<file path="src/rtl/spawn_pkg.sv">
// Shared types and constants for the spawn arbiter and its requesters.
package spawn_pkg;

    // Handshake sequencer states: latch a winner, allocate a slot, acknowledge.
    typedef enum logic [1:0] {
        IDLE  = 2'd0,
        ALLOC = 2'd1,
        ACK   = 2'd2
    } spawn_state_t;

    // Requester indices into req/gnt.
    localparam int REQ_MOUSE = 0;
    localparam int REQ_UART  = 1;
    localparam int REQ_TIMER = 2;

    // Default geometry of the object table.
    localparam int DEF_N_REQ   = 3;
    localparam int DEF_N_SLOTS = 8;
    localparam int DEF_XW      = 11;
    localparam int DEF_YW      = 10;
    localparam int DEF_LIFE_W  = 8;

    // Round-robin successor of a requester index.
    function automatic int rr_next(input int idx, input int n);
        return (idx + 1 >= n) ? 0 : idx + 1;
    endfunction

endpackage

</file>
<file path="src/rtl/spawn_arbiter_if.sv">
// Bundle between spawn requesters / draw stage (master) and the arbiter (slave).
interface spawn_arbiter_if
    import spawn_pkg::*;
#(
    parameter int N_REQ   = DEF_N_REQ,
    parameter int N_SLOTS = DEF_N_SLOTS,
    parameter int XW      = DEF_XW,
    parameter int YW      = DEF_YW,
    parameter int LIFE_W  = DEF_LIFE_W
);
    localparam int RW = $clog2(N_SLOTS);

    logic [N_REQ-1:0]    req;
    logic [N_REQ*XW-1:0] req_x;
    logic [N_REQ*YW-1:0] req_y;
    logic [LIFE_W-1:0]   life;
    logic                frame_tick;
    logic                clr_all;
    logic [N_REQ-1:0]    gnt;
    logic                drop;
    logic [N_SLOTS-1:0]  slot_valid;
    logic [RW-1:0]       rd_idx;
    logic [XW-1:0]       rd_x;
    logic [YW-1:0]       rd_y;

    modport master (
        output req, req_x, req_y, life, frame_tick, clr_all, rd_idx,
        input  gnt, drop, slot_valid, rd_x, rd_y
    );

    modport slave (
        input  req, req_x, req_y, life, frame_tick, clr_all, rd_idx,
        output gnt, drop, slot_valid, rd_x, rd_y
    );

endinterface

</file>
<file path="src/rtl/rr_pick.sv">
// Combinational rotating-priority picker: first set bit at or after ptr, wrapping.
module rr_pick #(
    parameter int N  = 3,
    parameter int IW = (N > 1) ? $clog2(N) : 1
) (
    input  logic [N-1:0]  req,
    input  logic [IW-1:0] ptr,
    output logic [N-1:0]  onehot,
    output logic [IW-1:0] idx
);

    logic found;

    // Two passes: indices ptr..N-1 first, then 0..ptr-1 for the wrap.
    always_comb begin
        // NOTE: every output gets a default before the loops so no path leaves it unassigned (no latch).
        onehot = '0;
        idx    = '0;
        found  = 1'b0;
        for (int i = 0; i < N; i++) begin
            if (!found && req[i] && IW'(i) >= ptr) begin
                found     = 1'b1;
                onehot[i] = 1'b1;
                idx       = IW'(i);
            end
        end
        for (int i = 0; i < N; i++) begin
            if (!found && req[i] && IW'(i) < ptr) begin
                found     = 1'b1;
                onehot[i] = 1'b1;
                idx       = IW'(i);
            end
        end
    end

endmodule

</file>
<file path="src/rtl/spawn_arbiter.sv">
// Round-robin spawn arbiter feeding an aging object table with a registered read port.
module spawn_arbiter
    import spawn_pkg::*;
#(
    parameter int N_REQ   = DEF_N_REQ,
    parameter int N_SLOTS = DEF_N_SLOTS,
    parameter int XW      = DEF_XW,
    parameter int YW      = DEF_YW,
    parameter int LIFE_W  = DEF_LIFE_W
) (
    input logic            clk,
    input logic            rst,
    spawn_arbiter_if.slave bus
);

    localparam int PW = (N_REQ > 1) ? $clog2(N_REQ) : 1;

    localparam logic [1:0] ST_IDLE  = IDLE;
    localparam logic [1:0] ST_ALLOC = ALLOC;
    localparam logic [1:0] ST_ACK   = ACK;

    logic [1:0]         state;
    logic [PW-1:0]      rr_ptr;
    logic [N_REQ-1:0]   pick_oh;
    logic [PW-1:0]      pick_idx;
    logic [XW-1:0]      sel_x;
    logic [YW-1:0]      sel_y;

    logic [N_REQ-1:0]   win_oh_q;
    logic [PW-1:0]      win_idx_q;
    logic [XW-1:0]      win_x_q;
    logic [YW-1:0]      win_y_q;
    logic [N_REQ-1:0]   gnt_q;
    logic               drop_q;

    logic [N_SLOTS-1:0] valid_q;
    logic [N_SLOTS-1:0] free_oh;
    logic [N_SLOTS-1:0] alloc_oh;
    logic [N_SLOTS-1:0] expire;
    logic               table_full;
    logic [LIFE_W-1:0]  life_eff;

    logic [XW-1:0]      slot_x    [N_SLOTS];
    logic [YW-1:0]      slot_y    [N_SLOTS];
    logic [LIFE_W-1:0]  slot_life [N_SLOTS];
    logic [XW-1:0]      rd_x_q;
    logic [YW-1:0]      rd_y_q;

    rr_pick #(
        .N  (N_REQ),
        .IW (PW)
    ) u_pick (
        .req    (bus.req),
        .ptr    (rr_ptr),
        .onehot (pick_oh),
        .idx    (pick_idx)
    );

    // Coordinates of the requester the picker currently favours.
    always_comb begin
        sel_x = '0;
        sel_y = '0;
        for (int i = 0; i < N_REQ; i++) begin
            if (pick_oh[i]) begin
                sel_x = bus.req_x[i*XW +: XW];
                sel_y = bus.req_y[i*YW +: YW];
            end
        end
    end

    // Lowest free slot, allocation strobe, lifetime floor and per-slot expiry.
    always_comb begin
        free_oh    = ~valid_q & (valid_q + N_SLOTS'(1));
        table_full = &valid_q;
        alloc_oh   = (state == ST_ALLOC && !bus.clr_all) ? free_oh : '0;
        life_eff   = (bus.life == '0) ? LIFE_W'(1) : bus.life;
        for (int i = 0; i < N_SLOTS; i++) begin
            expire[i] = bus.frame_tick && valid_q[i] && (slot_life[i] == LIFE_W'(1));
        end
    end

    // Handshake sequencer: latch winner, allocate, acknowledge, advance rr_ptr.
    always_ff @(posedge clk) begin
        // NOTE: sequential state uses non-blocking assignments so every register samples pre-edge values.
        if (rst) begin
            state     <= ST_IDLE;
            rr_ptr    <= '0;
            win_oh_q  <= '0;
            win_idx_q <= '0;
            win_x_q   <= '0;
            win_y_q   <= '0;
            gnt_q     <= '0;
            drop_q    <= 1'b0;
        end else begin
            gnt_q  <= '0;
            drop_q <= 1'b0;
            case (state)
                ST_IDLE: begin
                    if (|bus.req) begin
                        win_oh_q  <= pick_oh;
                        win_idx_q <= pick_idx;
                        win_x_q   <= sel_x;
                        win_y_q   <= sel_y;
                        state     <= ST_ALLOC;
                    end
                end
                ST_ALLOC: begin
                    gnt_q  <= win_oh_q;
                    drop_q <= table_full && !bus.clr_all;
                    state  <= ST_ACK;
                end
                ST_ACK: begin
                    rr_ptr <= PW'(rr_next(int'(win_idx_q), N_REQ));
                    state  <= ST_IDLE;
                end
                default: state <= ST_IDLE;
            endcase
        end
    end

    // Occupancy: clr_all wins, otherwise expire aged slots and set the allocated one.
    always_ff @(posedge clk) begin
        if (rst) begin
            valid_q <= '0;
        end else if (bus.clr_all) begin
            valid_q <= '0;
        end else begin
            valid_q <= (valid_q & ~expire) | alloc_oh;
        end
    end

    // Slot payload and lifetime; a freshly written slot skips this frame's decrement.
    always_ff @(posedge clk) begin
        // NOTE: the table storage has no reset; valid_q alone says which entries mean anything.
        for (int i = 0; i < N_SLOTS; i++) begin
            if (alloc_oh[i]) begin
                slot_x[i]    <= win_x_q;
                slot_y[i]    <= win_y_q;
                slot_life[i] <= life_eff;
            end else if (bus.frame_tick && valid_q[i] && slot_life[i] != LIFE_W'(1)) begin
                slot_life[i] <= slot_life[i] - LIFE_W'(1);
            end
        end
    end

    // Registered draw-side read, independent of the valid bit.
    always_ff @(posedge clk) begin
        if (rst) begin
            rd_x_q <= '0;
            rd_y_q <= '0;
        end else begin
            rd_x_q <= slot_x[bus.rd_idx];
            rd_y_q <= slot_y[bus.rd_idx];
        end
    end

    assign bus.gnt        = gnt_q;
    assign bus.drop       = drop_q;
    assign bus.slot_valid = valid_q;
    assign bus.rd_x       = rd_x_q;
    assign bus.rd_y       = rd_y_q;

endmodule

</file>
<file path="src/flat_wrapper.sv">
// flat-port wrapper written by rule: the top's interface ports become plain ports
module spawn_arbiter_flat import spawn_pkg::*;
#(
    parameter int N_REQ   = DEF_N_REQ,
    parameter int N_SLOTS = DEF_N_SLOTS,
    parameter int XW      = DEF_XW,
    parameter int YW      = DEF_YW,
    parameter int LIFE_W  = DEF_LIFE_W
)
  (clk, rst, bus_req, bus_req_x, bus_req_y, bus_life, bus_frame_tick, bus_clr_all, bus_rd_idx, bus_gnt, bus_drop, bus_slot_valid, bus_rd_x, bus_rd_y);
  spawn_arbiter_if #(.N_REQ(N_REQ), .N_SLOTS(N_SLOTS), .XW(XW), .YW(YW), .LIFE_W(LIFE_W)) bus_i ();
  input logic clk;
  input logic rst;
  input wire logic [$bits(bus_i.req)-1:0] bus_req;
  input wire logic [$bits(bus_i.req_x)-1:0] bus_req_x;
  input wire logic [$bits(bus_i.req_y)-1:0] bus_req_y;
  input wire logic [$bits(bus_i.life)-1:0] bus_life;
  input wire logic [$bits(bus_i.frame_tick)-1:0] bus_frame_tick;
  input wire logic [$bits(bus_i.clr_all)-1:0] bus_clr_all;
  input wire logic [$bits(bus_i.rd_idx)-1:0] bus_rd_idx;
  output wire logic [$bits(bus_i.gnt)-1:0] bus_gnt;
  output wire logic [$bits(bus_i.drop)-1:0] bus_drop;
  output wire logic [$bits(bus_i.slot_valid)-1:0] bus_slot_valid;
  output wire logic [$bits(bus_i.rd_x)-1:0] bus_rd_x;
  output wire logic [$bits(bus_i.rd_y)-1:0] bus_rd_y;
  assign bus_i.req = bus_req;
  assign bus_i.req_x = bus_req_x;
  assign bus_i.req_y = bus_req_y;
  assign bus_i.life = bus_life;
  assign bus_i.frame_tick = bus_frame_tick;
  assign bus_i.clr_all = bus_clr_all;
  assign bus_i.rd_idx = bus_rd_idx;
  assign bus_gnt = bus_i.gnt;
  assign bus_drop = bus_i.drop;
  assign bus_slot_valid = bus_i.slot_valid;
  assign bus_rd_x = bus_i.rd_x;
  assign bus_rd_y = bus_i.rd_y;
  spawn_arbiter #(.N_REQ(N_REQ), .N_SLOTS(N_SLOTS), .XW(XW), .YW(YW), .LIFE_W(LIFE_W)) u_core (.clk(clk), .rst(rst), .bus(bus_i));
endmodule
</file>
<file path="config.mk">
export PLATFORM = sky130hd
export DESIGN_NAME = spawn_arbiter_flat
export DESIGN_NICKNAME = d
export VERILOG_FILES = /design/src/rtl/spawn_pkg.sv /design/src/rtl/spawn_arbiter_if.sv /design/src/rtl/rr_pick.sv /design/src/rtl/spawn_arbiter.sv /design/src/flat_wrapper.sv
export SDC_FILE = /design/constraint.sdc
export NUM_CORES = 1
export LEC_CHECK = 0
export BUFFER_PORTS_ARGS = -buffer_cell sky130_fd_sc_hd__buf_4
export CAP_MARGIN = 20
export CORE_AREA = 2 2 157 159
export DETAILED_ROUTE_END_ITERATION = 6
export DIE_AREA = 0 0 159 161
export PLACE_DENSITY = 0.81
export SETUP_SLACK_MARGIN = 0.3
export SLEW_MARGIN = 30
export SYNTH_ARGS = -nofsm -noshare
export SYNTH_HDL_FRONTEND = slang
export SYNTH_SLANG_ARGS = --single-unit
</file>
<file path="constraint.sdc">
create_clock -name clk -period 3.25 [get_ports clk]
set_input_delay 0.1625 -clock clk [delete_from_list [all_inputs] [get_ports clk]]
set_output_delay 0.1625 -clock clk [all_outputs]
set_load 0.02 [all_outputs]
</file>
==> flow_summary.html <==
<table>
<tr><th>Metric</th><th>Value</th></tr>
<tr><th colspan="2">Status</th></tr>
<tr><td>Run status</td><td>completed</td></tr>
<tr><th colspan="2">CTS</th></tr>
<tr><td>TritonCTS clock tree</td><td>done</td></tr>
<tr><td>Root buffer selected by CTS</td><td>sky130_fd_sc_hd__clkbuf_16</td></tr>
<tr><td>TritonCTS buffer count</td><td>30</td></tr>
<tr><td>CTS max path bufs</td><td>3</td></tr>
<tr><td>Number of setup buffers added after CTS</td><td>0</td></tr>
<tr><td>Worst skew pair latency</td><td>0.55 ns</td></tr>
<tr><td>Hold bufs inserted after CTS</td><td>22</td></tr>
<tr><td>Post-cts repair resize count</td><td>0</td></tr>
<tr><td>Clock-pin slew on the worst setup and hold paths</td><td>0.06 ns</td></tr>
<tr><td>Number of clock sinks</td><td>295</td></tr>
<tr><td>Number of H-tree branching levels</td><td>1</td></tr>
<tr><th colspan="2">STA</th></tr>
<tr><td>Unrepaired setup endpoints after global routing</td><td>false</td></tr>
<tr><td>Sum Neg Setup Slack</td><td>0 ns</td></tr>
<tr><td>Final Hold Viols</td><td>0</td></tr>
<tr><td>Relative slew margins</td><td>32.44%</td></tr>
<tr><td>Peak Freq</td><td>0.4467 GHz</td></tr>
<tr><td>Worst-margin pin slew</td><td>1.013 ns</td></tr>
<tr><td>Maximum clock skew at final layout</td><td>0.01613 ns</td></tr>
<tr><td>Final worst path period share</td><td>68.88%</td></tr>
<tr><td>Final setup vio count</td><td>0</td></tr>
<tr><td>Final Max Slew Viols</td><td>0</td></tr>
<tr><td>Final period demand of the worst path</td><td>2.239 ns</td></tr>
<tr><th colspan="2">Power and ir drop</th></tr>
<tr><td>Clock group share of total power</td><td>39.8%</td></tr>
<tr><td>Relative contribution of combinational cells to total power</td><td>7.3%</td></tr>
<tr><td>Total leakage power</td><td>0.005292 uW</td></tr>
<tr><td>Power spent charging and discharging nets</td><td>1816 uW</td></tr>
<tr><td>Internal power</td><td>6335 uW</td></tr>
<tr><td>Sequential group share of total power</td><td>52.9%</td></tr>
<tr><td>Net switching fraction of the power</td><td>22.27%</td></tr>
<tr><td>Highest ir drop seen on vdd</td><td>0.4462 mV</td></tr>
<tr><td>Power density over the cells</td><td>540.0 nW/um^2</td></tr>
<tr><th colspan="2">Place</th></tr>
<tr><td>Weighted congestion at the end of routability-driven global placement</td><td>0.8310</td></tr>
<tr><td>Dpl hpwl</td><td>17620 um</td></tr>
<tr><td>Number of port buffers</td><td>113</td></tr>
<tr><td>Placed cell count</td><td>1310</td></tr>
<tr><td>Cell Area, Placed</td><td>13930 sq um</td></tr>
<tr><th colspan="2">Global route</th></tr>
<tr><td>Global-route track usage on met3</td><td>3.621%</td></tr>
<tr><td>Pin count of the biggest net entering global routing</td><td>53</td></tr>
<tr><td>Grt met2 use</td><td>38.60%</td></tr>
<tr><td>Highest-utilization routing layer at the global route stage</td><td>met2</td></tr>
<tr><td>Met1 Use GR</td><td>28.21%</td></tr>
<tr><td>Overall overflow remaining after global route</td><td>0</td></tr>
<tr><td>Number of global-route vias before repair</td><td>7995</td></tr>
<tr><td>Global-route wire length before repair</td><td>43770 um</td></tr>
<tr><td>Antenna violations before repair</td><td>1</td></tr>
<tr><td>Global-route usage over all layers</td><td>21.94%</td></tr>
<tr><th colspan="2">Finish</th></tr>
<tr><td>Fraction of final layout cells with drive strength greater than 1</td><td>26.03%</td></tr>
<tr><td>Area taken by multi-input logic gates</td><td>4219 sq um</td></tr>
<tr><td>Area growth syn-to-layout</td><td>18.80%</td></tr>
<tr><td>Cell area after layout</td><td>15090 sq um</td></tr>
<tr><td>Fill count</td><td>1711</td></tr>
<tr><td>Final layout net count</td><td>1137</td></tr>
<tr><td>Count of placed standard cells in the final layout, fillers left out</td><td>1389</td></tr>
<tr><td>Final Core Density</td><td>62.99%</td></tr>
<tr><td>Register Area</td><td>8228 sq um</td></tr>
<tr><th colspan="2">Synthesis</th></tr>
<tr><td>Count of flip-flops with a built-in enable after synthesis</td><td>232</td></tr>
<tr><td>Distinct cells, synth</td><td>52</td></tr>
<tr><td>Total of warnings raised by yosys</td><td>0</td></tr>
<tr><td>Total of flip-flops plus latches after synthesis</td><td>295</td></tr>
<tr><td>Mean instance size in the synthesized netlist</td><td>14.09 sq um</td></tr>
<tr><td>Synth top area share</td><td>54.84%</td></tr>
<tr><td>Cell types occupying the most area after synthesis</td><td>sky130_fd_sc_hd__edfxtp_1, sky130_fd_sc_hd__dfxtp_1, sky130_fd_sc_hd__mux4_2, sky130_fd_sc_hd__nor2_1, sky130_fd_sc_hd__mux2i_1</td></tr>
<tr><td>Synthesized net count</td><td>999</td></tr>
<tr><td>Most area-hungry cell type in the Yosys netlist</td><td>sky130_fd_sc_hd__edfxtp_1</td></tr>
<tr><td>Most common flop cell mapped by yosys</td><td>sky130_fd_sc_hd__edfxtp_1</td></tr>
<tr><td>Cells after Synth</td><td>902</td></tr>
<tr><td>Syn Std Cell Area</td><td>12700 sq um</td></tr>
<tr><td>Share of the yosys chip area belonging to registers</td><td>64.76%</td></tr>
<tr><td>Async SR Flop Fraction</td><td>0%</td></tr>
<tr><th colspan="2">Critical path</th></tr>
<tr><td>Setup crit start kind</td><td>flip-flop</td></tr>
<tr><td>Buf/Inv on CP</td><td>1</td></tr>
<tr><td>Arr. time, crit path</td><td>2.65 ns</td></tr>
<tr><td>Category of the critical setup timing path</td><td>flip-flop to flip-flop</td></tr>
<tr><td>Kind of capture point of the worst setup path</td><td>flip-flop</td></tr>
<tr><td>Crit-path leading delay family</td><td>compound AO/OA/AOI/OAI gates</td></tr>
<tr><td>Largest fanout on the critical path</td><td>12</td></tr>
<tr><td>Critical-path cell list</td><td>nor3b_2 -&gt; o311ai_4 -&gt; buf_4 -&gt; nor2_1 -&gt; a2111oi_0</td></tr>
<tr><td>Largest stage delay, worst path</td><td>0.70 ns</td></tr>
<tr><td>Data required time at the worst endpoint</td><td>3.66 ns</td></tr>
<tr><td>Crit path max-delay cell type</td><td>sky130_fd_sc_hd__o311ai_4</td></tr>
<tr><th colspan="2">Floorplanning</th></tr>
<tr><td>Die area</td><td>25600 sq um</td></tr>
<tr><td>Initial core utilization</td><td>53.02%</td></tr>
<tr><td>Total I/O pin count</td><td>114</td></tr>
<tr><td>Number of core rows</td><td>57</td></tr>
<tr><td>Height of the chip</td><td>161 um</td></tr>
<tr><td>Core outline area</td><td>23960 sq um</td></tr>
<tr><td>Die Width</td><td>159 um</td></tr>
<tr><th colspan="2">Drt</th></tr>
<tr><td>Average detailed-routed wire length per instance</td><td>20.40 um</td></tr>
<tr><td>Post-detailed-route DRC marker count</td><td>0</td></tr>
<tr><td>First drt pass iteration count</td><td>7</td></tr>
<tr><td>Antenna Nets Post-Route</td><td>0</td></tr>
<tr><td>Ratio of routed vias to standard cells</td><td>5.790</td></tr>
<tr><td>Iteration-0 DRC count of the detailed router</td><td>647</td></tr>
<tr><td>Aggregate routed wire length</td><td>28340 um</td></tr>
<tr><td>Vias</td><td>8042</td></tr>
<tr><th colspan="2">Min path</th></tr>
<tr><td>Hold/Removal Path Class</td><td>primary input to flip-flop</td></tr>
<tr><th colspan="2">Run</th></tr>
<tr><td>Max-capacitance violation count</td><td>0</td></tr>
</table>
cell families after synthesis:
| logic type | after synthesis | synth area share [%] |
|---|---|---|
| and+or+nand+nor | 264 | 9.868 |
| buffers and inverters | 73 | 2.482 |
| xor gates and xnor gates | 38 | 2.620 |
| AOI/OAI and AO/OA | 140 | 8.568 |
| adders and majority gates | 16 | 1.576 |
| DFF | 295 | 64.76 |
| muxes | 76 | 10.12 |
layout by cell type (no fill, tap or decap), types with 5 or more instances in the layout:
cell	n
sky130_fd_sc_hd__ha_1	16
sky130_fd_sc_hd__inv_1	25
sky130_fd_sc_hd__xor2_1	21
sky130_fd_sc_hd__a2111oi_2	20
sky130_fd_sc_hd__nor2_2	12
sky130_fd_sc_hd__nand3_1	11
sky130_fd_sc_hd__mux4_2	42
sky130_fd_sc_hd__nor2_1	140
sky130_fd_sc_hd__or2_2	5
sky130_fd_sc_hd__dfxtp_1	63
sky130_fd_sc_hd__nor4_2	8
sky130_fd_sc_hd__clkbuf_1	10
sky130_fd_sc_hd__nand2_1	38
sky130_fd_sc_hd__a31oi_1	13
sky130_fd_sc_hd__a32oi_1	21
sky130_fd_sc_hd__o21ai_0	5
sky130_fd_sc_hd__buf_4	131
sky130_fd_sc_hd__nor2b_1	7
sky130_fd_sc_hd__a21oi_1	53
sky130_fd_sc_hd__clkinv_2	6
sky130_fd_sc_hd__xnor2_1	17
sky130_fd_sc_hd__nor3_1	10
sky130_fd_sc_hd__dlygate4sd3_1	22
sky130_fd_sc_hd__edfxtp_1	232
sky130_fd_sc_hd__o31ai_1	7
sky130_fd_sc_hd__mux2i_1	34
sky130_fd_sc_hd__or4_1	7
sky130_fd_sc_hd__clkbuf_16	30
cells in the mapped netlist, types with 7 or more instances:
| cell | count |
|---|---|
| sky130_fd_sc_hd__edfxtp_1 | 232 |
| sky130_fd_sc_hd__nor2_1 | 142 |
| sky130_fd_sc_hd__dfxtp_1 | 63 |
| sky130_fd_sc_hd__a21oi_1 | 55 |
| sky130_fd_sc_hd__mux4_2 | 42 |
| sky130_fd_sc_hd__nand2_1 | 38 |
| sky130_fd_sc_hd__mux2i_1 | 34 |
| sky130_fd_sc_hd__inv_1 | 25 |
| sky130_fd_sc_hd__a32oi_1 | 21 |
| sky130_fd_sc_hd__buf_2 | 21 |
| sky130_fd_sc_hd__xor2_1 | 21 |
| sky130_fd_sc_hd__a2111oi_2 | 20 |
| sky130_fd_sc_hd__clkbuf_1 | 20 |
| sky130_fd_sc_hd__xnor2_1 | 17 |
| sky130_fd_sc_hd__a31oi_1 | 16 |
| sky130_fd_sc_hd__ha_1 | 16 |
| sky130_fd_sc_hd__nor3_1 | 12 |
| sky130_fd_sc_hd__nand3_1 | 11 |
| sky130_fd_sc_hd__nor2_2 | 10 |
| sky130_fd_sc_hd__nor2b_1 | 8 |
| sky130_fd_sc_hd__nor4_2 | 8 |
| sky130_fd_sc_hd__o31ai_1 | 7 |
| sky130_fd_sc_hd__or4_1 | 7 |
final timing paths:
kind | startpoint | to | slack, ns | cells after the start
worst min register to register | u_core.win_oh_q[1]$_SDFFE_PP0P_ | u_core.win_oh_q[1]$_SDFFE_PP0P_ | 0.45 | 2
worst max-delay path | u_core.rr_ptr[1]$_SDFFE_PP0N_ | u_core.win_y_q[2]$_SDFFE_PP0P_ | 1.01 | 5
worst max register to register | u_core.rr_ptr[1]$_SDFFE_PP0N_ | u_core.win_y_q[2]$_SDFFE_PP0P_ | 1.01 | 5
worst min-delay path | bus_req[1] | u_core.state[0]$_SDFFE_PP0P_ | 0.01 | 3
tightest hold or removal path, delay by kind of cell:
| family | cells | cell delay (ns) |
|---|---|---|
| buf+inv | 1 | 0.13 |
| compound gates | 1 | 0.13 |
| simple gates | 1 | 0.10 |
layout make-up:
cell class / instances / share of cell area, %
clock inverter: 13 / 0.7129
tap: 324 / 2.686
inverter: 26 / 0.6466
clock buffer: 43 / 5.496
timing repair buffer: 153 / 7.975
sequential: 295 / 54.51
antenna: 1 / 0.01658
multi-input combinational: 534 / 27.95
stage by stage:
step,setup WS (ns),hold WS [ns],total power (uW)
final,1.011,0.01203,8151
after floorplan,0.5629,0.2423,4712
after global routing,0.8626,0.03534,8384
after CTS,0.8790,0.005884,8186
after detailed placement,0.8914,0.4433,4958
after global placement,0.9563,0.4385,4936
power groups by stage:
stage | Clock [uW] | Combinational (uW) | Sequential (uW)
floorplan | 0 | 339 | 4370
global placement | 0 | 559 | 4380
detailed placement | 0 | 571 | 4390
CTS | 3280 | 599 | 4310
global route | 3410 | 646 | 4320
finish | 3240 | 599 | 4310
routing by layer:
layer / share of wire [%] / routed length [um] / up-vias
met2: 51 / 14460 / 309
met1: 39 / 11120 / 3980
li1: - / - / 3702
met5: 0 / 0 / -
met3: 7.2 / 2027 / 51
met4: 2.6 / 733 / 0
registers in the layout, summed over array words and instances (netlist names):
| signal | cells |
|---|---|
| u_core.bus.drop | 1 |
| u_core.bus.gnt | 3 |
| u_core.bus.rd_x | 11 |
| u_core.bus.rd_y | 10 |
| u_core.bus.slot_valid | 8 |
| u_core.rr_ptr | 2 |
| u_core.slot_life | 64 |
| u_core.slot_x | 88 |
| u_core.slot_y | 80 |
| u_core.state | 2 |
| u_core.win_idx_q | 2 |
| u_core.win_oh_q | 3 |
| u_core.win_x_q | 11 |
| u_core.win_y_q | 10 |
Power figures use the tool's default switching activity.
